File: src/rtl/cdb_arbiter.sv
// Common data bus arbiter: per-source FIFOs for RS and LSB results, round-robin grant onto one registered broadcast bus.
// Optional broadcast/conflict statistics counters are enabled by defining CDB_STAT_EN.
module cdb_arbiter #(
  parameter int ADDR_WIDTH = 32,
  parameter int RoB_WIDTH  = 8,
  parameter int FIFO_WIDTH = 2,
  parameter int FIFO_DEPTH = 1 << FIFO_WIDTH
) (
  input  logic                  Sys_clk,
  input  logic                  Sys_rst,
  input  logic                  Sys_rdy,
  input  logic                  RoBCDB_pre_judge,
  input  logic                  RSCDB_en,
  input  logic [RoB_WIDTH-1:0]  RSCDB_RoB_index,
  input  logic [31:0]           RSCDB_value,
  input  logic [ADDR_WIDTH-1:0] RSCDB_next_pc,
  input  logic                  LSBCDB_en,
  input  logic [RoB_WIDTH-1:0]  LSBCDB_RoB_index,
  input  logic [31:0]           LSBCDB_value,
  output logic                  CDBRS_full,
  output logic                  CDBLSB_full,
  output logic                  CDB_en,
  output logic [RoB_WIDTH-1:0]  CDB_RoB_index,
  output logic [31:0]           CDB_value,
  output logic [ADDR_WIDTH-1:0] CDB_next_pc,
`ifdef CDB_STAT_EN
  output logic                  CDB_src,
  output logic [31:0]           CDB_stat_bcast,
  output logic [31:0]           CDB_stat_conflict
`else
  output logic                  CDB_src
`endif
);

  // Handshake: *CDB_en is a single-cycle valid with no ready; producers throttle on
  // *_full, which asserts one entry early so a registered producer cannot overflow.
  typedef enum logic {SRC_RS = 1'b0, SRC_LSB = 1'b1} src_e;

  localparam logic [FIFO_WIDTH:0]   CNT_DEPTH = (FIFO_WIDTH+1)'(FIFO_DEPTH);
  localparam logic [FIFO_WIDTH:0]   CNT_FULL  = (FIFO_WIDTH+1)'(FIFO_DEPTH - 1);
  localparam logic [FIFO_WIDTH:0]   CNT_ZERO  = '0;
  localparam logic [FIFO_WIDTH-1:0] PTR_ONE   = FIFO_WIDTH'(1);

  logic [RoB_WIDTH-1:0]  rs_idx_mem  [FIFO_DEPTH];
  logic [31:0]           rs_val_mem  [FIFO_DEPTH];
  logic [ADDR_WIDTH-1:0] rs_pc_mem   [FIFO_DEPTH];
  logic [RoB_WIDTH-1:0]  lsb_idx_mem [FIFO_DEPTH];
  logic [31:0]           lsb_val_mem [FIFO_DEPTH];

  logic [FIFO_WIDTH-1:0] rs_head, rs_tail, lsb_head, lsb_tail;
  logic [FIFO_WIDTH:0]   rs_cnt, lsb_cnt, rs_cnt_nxt, lsb_cnt_nxt;
  src_e                  last_grant;
  logic                  flush, advance;
  logic                  rs_ne, lsb_ne, grant_rs, grant_lsb, rs_push, lsb_push;

  // Grant is decided from pre-edge counts, so a push into an empty FIFO waits one edge.
  always_comb begin
    flush       = !RoBCDB_pre_judge;
    advance     = Sys_rdy && !flush;
    rs_ne       = (rs_cnt != CNT_ZERO);
    lsb_ne      = (lsb_cnt != CNT_ZERO);
    grant_rs    = rs_ne && (!lsb_ne || last_grant == SRC_LSB);
    grant_lsb   = lsb_ne && (!rs_ne || last_grant == SRC_RS);
    rs_push     = RSCDB_en && ((rs_cnt < CNT_DEPTH) || grant_rs);
    lsb_push    = LSBCDB_en && ((lsb_cnt < CNT_DEPTH) || grant_lsb);
    rs_cnt_nxt  = rs_cnt + (FIFO_WIDTH+1)'(rs_push) - (FIFO_WIDTH+1)'(grant_rs);
    lsb_cnt_nxt = lsb_cnt + (FIFO_WIDTH+1)'(lsb_push) - (FIFO_WIDTH+1)'(grant_lsb);
  end

  assign CDBRS_full  = (rs_cnt >= CNT_FULL);
  assign CDBLSB_full = (lsb_cnt >= CNT_FULL);

  always_ff @(posedge Sys_clk) begin
    if (advance && rs_push) begin
      rs_idx_mem[rs_tail] <= RSCDB_RoB_index;
      rs_val_mem[rs_tail] <= RSCDB_value;
      rs_pc_mem[rs_tail]  <= RSCDB_next_pc;
    end
    if (advance && lsb_push) begin
      lsb_idx_mem[lsb_tail] <= LSBCDB_RoB_index;
      lsb_val_mem[lsb_tail] <= LSBCDB_value;
    end
  end

  always_ff @(posedge Sys_clk or posedge Sys_rst) begin
    if (Sys_rst) begin
      rs_head       <= '0;
      rs_tail       <= '0;
      lsb_head      <= '0;
      lsb_tail      <= '0;
      rs_cnt        <= '0;
      lsb_cnt       <= '0;
      last_grant    <= SRC_LSB;
      CDB_en        <= 1'b0;
      CDB_src       <= 1'b0;
      CDB_RoB_index <= '0;
      CDB_value     <= '0;
      CDB_next_pc   <= '0;
    end else if (flush) begin
      rs_head    <= '0;
      rs_tail    <= '0;
      lsb_head   <= '0;
      lsb_tail   <= '0;
      rs_cnt     <= '0;
      lsb_cnt    <= '0;
      last_grant <= SRC_LSB;
      CDB_en     <= 1'b0;
    end else if (Sys_rdy) begin
      if (rs_push)  rs_tail  <= rs_tail + PTR_ONE;
      if (lsb_push) lsb_tail <= lsb_tail + PTR_ONE;
      rs_cnt  <= rs_cnt_nxt;
      lsb_cnt <= lsb_cnt_nxt;
      if (grant_rs) begin
        rs_head       <= rs_head + PTR_ONE;
        last_grant    <= SRC_RS;
        CDB_en        <= 1'b1;
        CDB_src       <= SRC_RS;
        CDB_RoB_index <= rs_idx_mem[rs_head];
        CDB_value     <= rs_val_mem[rs_head];
        CDB_next_pc   <= rs_pc_mem[rs_head];
      end else if (grant_lsb) begin
        lsb_head      <= lsb_head + PTR_ONE;
        last_grant    <= SRC_LSB;
        CDB_en        <= 1'b1;
        CDB_src       <= SRC_LSB;
        CDB_RoB_index <= lsb_idx_mem[lsb_head];
        CDB_value     <= lsb_val_mem[lsb_head];
        CDB_next_pc   <= '0;
      end else begin
        CDB_en <= 1'b0;
      end
    end
  end

`ifdef CDB_STAT_EN
  // Statistics survive a flush; only reset clears them.
  always_ff @(posedge Sys_clk or posedge Sys_rst) begin
    if (Sys_rst) begin
      CDB_stat_bcast    <= '0;
      CDB_stat_conflict <= '0;
    end else if (advance) begin
      if (grant_rs || grant_lsb) CDB_stat_bcast <= CDB_stat_bcast + 32'd1;
      if (rs_ne && lsb_ne)       CDB_stat_conflict <= CDB_stat_conflict + 32'd1;
    end
  end
`endif

endmodule

File: config.mk
export PLATFORM = sky130hd
export DESIGN_NAME = cdb_arbiter
export DESIGN_NICKNAME = d
export VERILOG_FILES = /design/src/rtl/cdb_arbiter.sv
export SDC_FILE = /design/constraint.sdc
export NUM_CORES = 1
export LEC_CHECK = 0
export BUFFER_PORTS_ARGS = -buffer_cell sky130_fd_sc_hd__buf_2
export CAP_MARGIN = 25
export CORE_MARGIN = 8
export CORE_UTILIZATION = 28
export CTS_CLUSTER_SIZE = 25
export DETAILED_ROUTE_END_ITERATION = 12
export GPL_TIMING_DRIVEN = 0
export PLACE_DENSITY_LB_ADDON = 0.25
export SLEW_MARGIN = 20
export SYNTH_ARGS = -nofsm -noshare
export SYNTH_HDL_FRONTEND = slang
export SYNTH_SLANG_ARGS = --single-unit
File: constraint.sdc
create_clock -name Sys_clk -period 4.24 [get_ports Sys_clk]
set_clock_uncertainty 0.15 [all_clocks]
set_input_delay 0.212 -clock Sys_clk [delete_from_list [all_inputs] [get_ports Sys_clk]]
set_output_delay 0.212 -clock Sys_clk [all_outputs]
set_load 0.01 [all_outputs]
==> metrics.yaml <==
global_route:
  grt_first_pass_wirelength_um: 76200
  grt_max_degree: 69
  grt_overflow: 0
  grt_util_all_layers_pct: 12.6
  antenna_found_initial: 4
  grt_pass1_vias: 11600
timing:
  setup_violations: 0
  tns_ns: 0
  slew_headroom_pct: 38.6
  post-route-period-util_pct: 73.2
  fmax_mhz: 322
  period_minus_slack_ns: 3.10
  rsz0062_at_grt: "false"
  hold_violations: 0
  slew_viol_final: 0
  tightest_slew_ns: 0.922
synthesis:
  synth_edf_count: 448
  netlist_instances: 955
  netlist-cell-type-count: 41
  synthArstFlopShare_pct: 16.6
  seq_area_frac_synth_pct: 77.1
  ys_ff_latch: 537
  synth_top_flop_cell: "edfxtp_1"
  syn-num-nets: 1089
  syn_area_mm2: 0.0203
  yosys_warnings: 0
  syn_area_per_cell_um2: 21.3
power_and_ir_drop:
  p_per_area_mw_per_mm2: 594
  power_mw: 15.6
  power_leakage_nw: 9.38
  peakVddDrop_mv: 0.353
worst_setup_path:
  crit_path_end_kind: "flip-flop"
  reg2regPathDepth: 14
  timing.rr.end: "rs_cnt[2]$_DFFE_PP0P_"
  max_stage_delay_ns: 0.47
  start_kind: "flip-flop"
  reg2reg_setup_slack_ns: 1.14
  critPathRequiredTime_ns: 4.58
  crit_type: "reg -> reg"
  arrival_ns: 3.45
  r2r-start: "rs_cnt[1]$_DFFE_PP0P_"
  cpMostUsedCell: "inv_1"
  critPathMaxFanout: 10
  path_cells: "or3_1, buf_2, o21ai_4, buf_8, inv_1, ha_1, inv_1, ha_1, inv_1, fa_1, xnor2_1, nand2_1, o21ai_0, and2_1"
  critPathSlowestCell: "dfrtp_1"
floorplan:
  start_util_pct: 28.1
  placementRows: 99
  coreArea_mm2: 0.0725
  dieWidth_um: 285
  pin_count: 194
  fp.dieH_um: 285
  dieArea_mm2: 0.0815
placed_design:
  place_congestion: 0.704
  dpl.hpwl_um: 32300
  portBuffers: 192
route:
  drc_errors: 0
  num_vias: 10400
  wl_um: 51900
  drtPass1Iterations: 4
  viasPerCell: 4.40
  ant_nets: 0
  initialDrtViolationCount: 624
  wl_per_cell_um: 22.0
cts:
  clk_pin_slew_ns: 0.06
  htree_levels: 2
  clk_latency_ns: 0.62
  clock-sinks: 537
  numCtsBuffers: 60
  root_buffer: "clkbuf_16"
  clk_path_buf_depth: 3
  cts_tree: "built"
  post_cts_resized: 0
worst_hold_path:
  hp-start: "RSCDB_value[0]"
  hold_end: "rs_val_mem[3][0]$_DFFE_PP_"
  holdPathStages: 2
  hold_path.class: "in -> reg"
finish:
  layout_commonest_cell: "edfxtp_1"
  syn2layout_area_growth_pct: 28.9
  final_cell_mix: "edfxtp_1, buf_2, dlygate4sd3_1"
  drive_gt1_share_pct: 34.9
  num-nets-final: 1477
status:
  status: "finished, final reports clean"
job:
  cap_violations: 0
routing by layer:
layer | GRT usage, % | routed length (µm)
met4 | 3.22 | 1040
met5 | 0 | 40
met1 | 16.2 | 22600
met2 | 21.5 | 26000
met3 | 2.57 | 2270
flip-flops by register name (all words and copies together) (netlist names):
register and count:
rs_idx_mem 32, lsb_head 2, CDB_value 32, lsb_cnt 3, CDB_en 1, lsb_val_mem 128
rs_head 2, lsb_tail 2, rs_cnt 3, CDB_src 1, rs_tail 2, rs_pc_mem 128
rs_val_mem 128, lsb_idx_mem 32, last_grant 1, CDB_next_pc 32, CDB_RoB_index 8
area by class of cell:
type,instances,area [µm²]
Antenna cell,1,2.50
Timing Repair Buffer,326,2510
Clock inverter,39,546
Fill cell,6823,46300
Tap cell,959,1200
Clock buffer,74,1590
Sequential cell,537,15700
Multi-Input combinational cell,353,4310
Buffer,51,305
Inverter,14,60.1
worst max-delay path: cells and delay by family (launching register included):
family,cells,cell delay [ns]
compound gates,2,0.27
xor+xnor,1,0.14
fa+ha+maj,3,0.79
buf+inv,5,0.58
flops,1,0.47
simple gates,3,0.59
synth_stat cells (2+ instances only):
master / instances / share of area (%)
a21oi_1: 2 / 0.049
a22o_1: 7 / 0.30
a22o_2: 26 / 1.3
and2_1: 16 / 0.49
buf_1: 3 / 0.055
buf_2: 22 / 0.54
buf_4: 3 / 0.11
buf_8: 4 / 0.30
clkbuf_1: 16 / 0.30
clkbuf_8: 3 / 0.20
dfrtp_1: 88 / 11
edfxtp_1: 448 / 66
fa_1: 2 / 0.20
ha_1: 14 / 0.86
inv_1: 14 / 0.26
mux2i_1: 42 / 2.1
mux4_2: 112 / 12
nand2_1: 52 / 0.96
nand3_1: 3 / 0.074
nor2_1: 2 / 0.037
nor2b_1: 2 / 0.062
nor3_1: 2 / 0.049
o211a_1: 2 / 0.098
o21ai_0: 8 / 0.20
o21ai_1: 39 / 0.96
or3_1: 2 / 0.062
xnor2_1: 6 / 0.26
xor2_1: 2 / 0.086
cell families (layout without fill, tap and decap cells):
group	count (synthesis)	in the layout	share of synthesized area, %
compound gates	93	93	3.32
xor+xnor	8	8	0.345
fa+ha+maj	16	16	1.06
buf+inv	65	504	1.76
flops	537	537	77.1
mux	154	154	14.5
other cells	0	1	0
simple gates	82	82	1.90
power by group:
group / switching, mW / internal [mW]
Sequential: 0.264 / 6.17
Combinational: 1.86 / 1.71
Clock: 2.15 / 3.41
how the worst max path moves through the flow:
stage / startpoint / depth (start not counted) / to
global placement: lsb_cnt[1]$_DFFE_PP0P_ / 4 / rs_val_mem[3][5]$_DFFE_PP_
floorplan: lsb_cnt[1]$_DFFE_PP0P_ / 4 / rs_idx_mem[0][0]$_DFFE_PP_
finish: rs_cnt[1]$_DFFE_PP0P_ / 14 / rs_cnt[2]$_DFFE_PP0P_
CTS: rs_cnt[1]$_DFFE_PP0P_ / 14 / rs_cnt[2]$_DFFE_PP0P_
global route: rs_cnt[1]$_DFFE_PP0P_ / 14 / rs_cnt[2]$_DFFE_PP0P_
detailed placement: rs_cnt[1]$_DFFE_PP0P_ / 14 / rs_cnt[2]$_DFFE_PP0P_
metrics by stage:
| stage | util, % | cell area, µm² | instances | worst slack [ns] | hold WS [ns] |
|---|---|---|---|---|---|
| global placement | 31.0 | 22500 | 2106 | -1.42 | 0.273 |
| finish | 36.2 | 26200 | 2354 | 1.14 | 0.198 |
| global route | 36.2 | 26200 | 2353 | 0.931 | 0.154 |
| CTS | 36.2 | 26200 | 2353 | 1.08 | 0.138 |
| detailed placement | 31.5 | 22900 | 2119 | 1.10 | 0.0258 |
| floorplan | - | 20300 | 955 | 0.887 | 0.161 |
timing repair:
action,in CTS,in global routing
buffers inserted,0,0
endpoints found under the setup margin,0,0
endpoints found under the hold margin,550,0
hold buffers,121,0
Note: power is estimated with default switching activity, not from simulation.
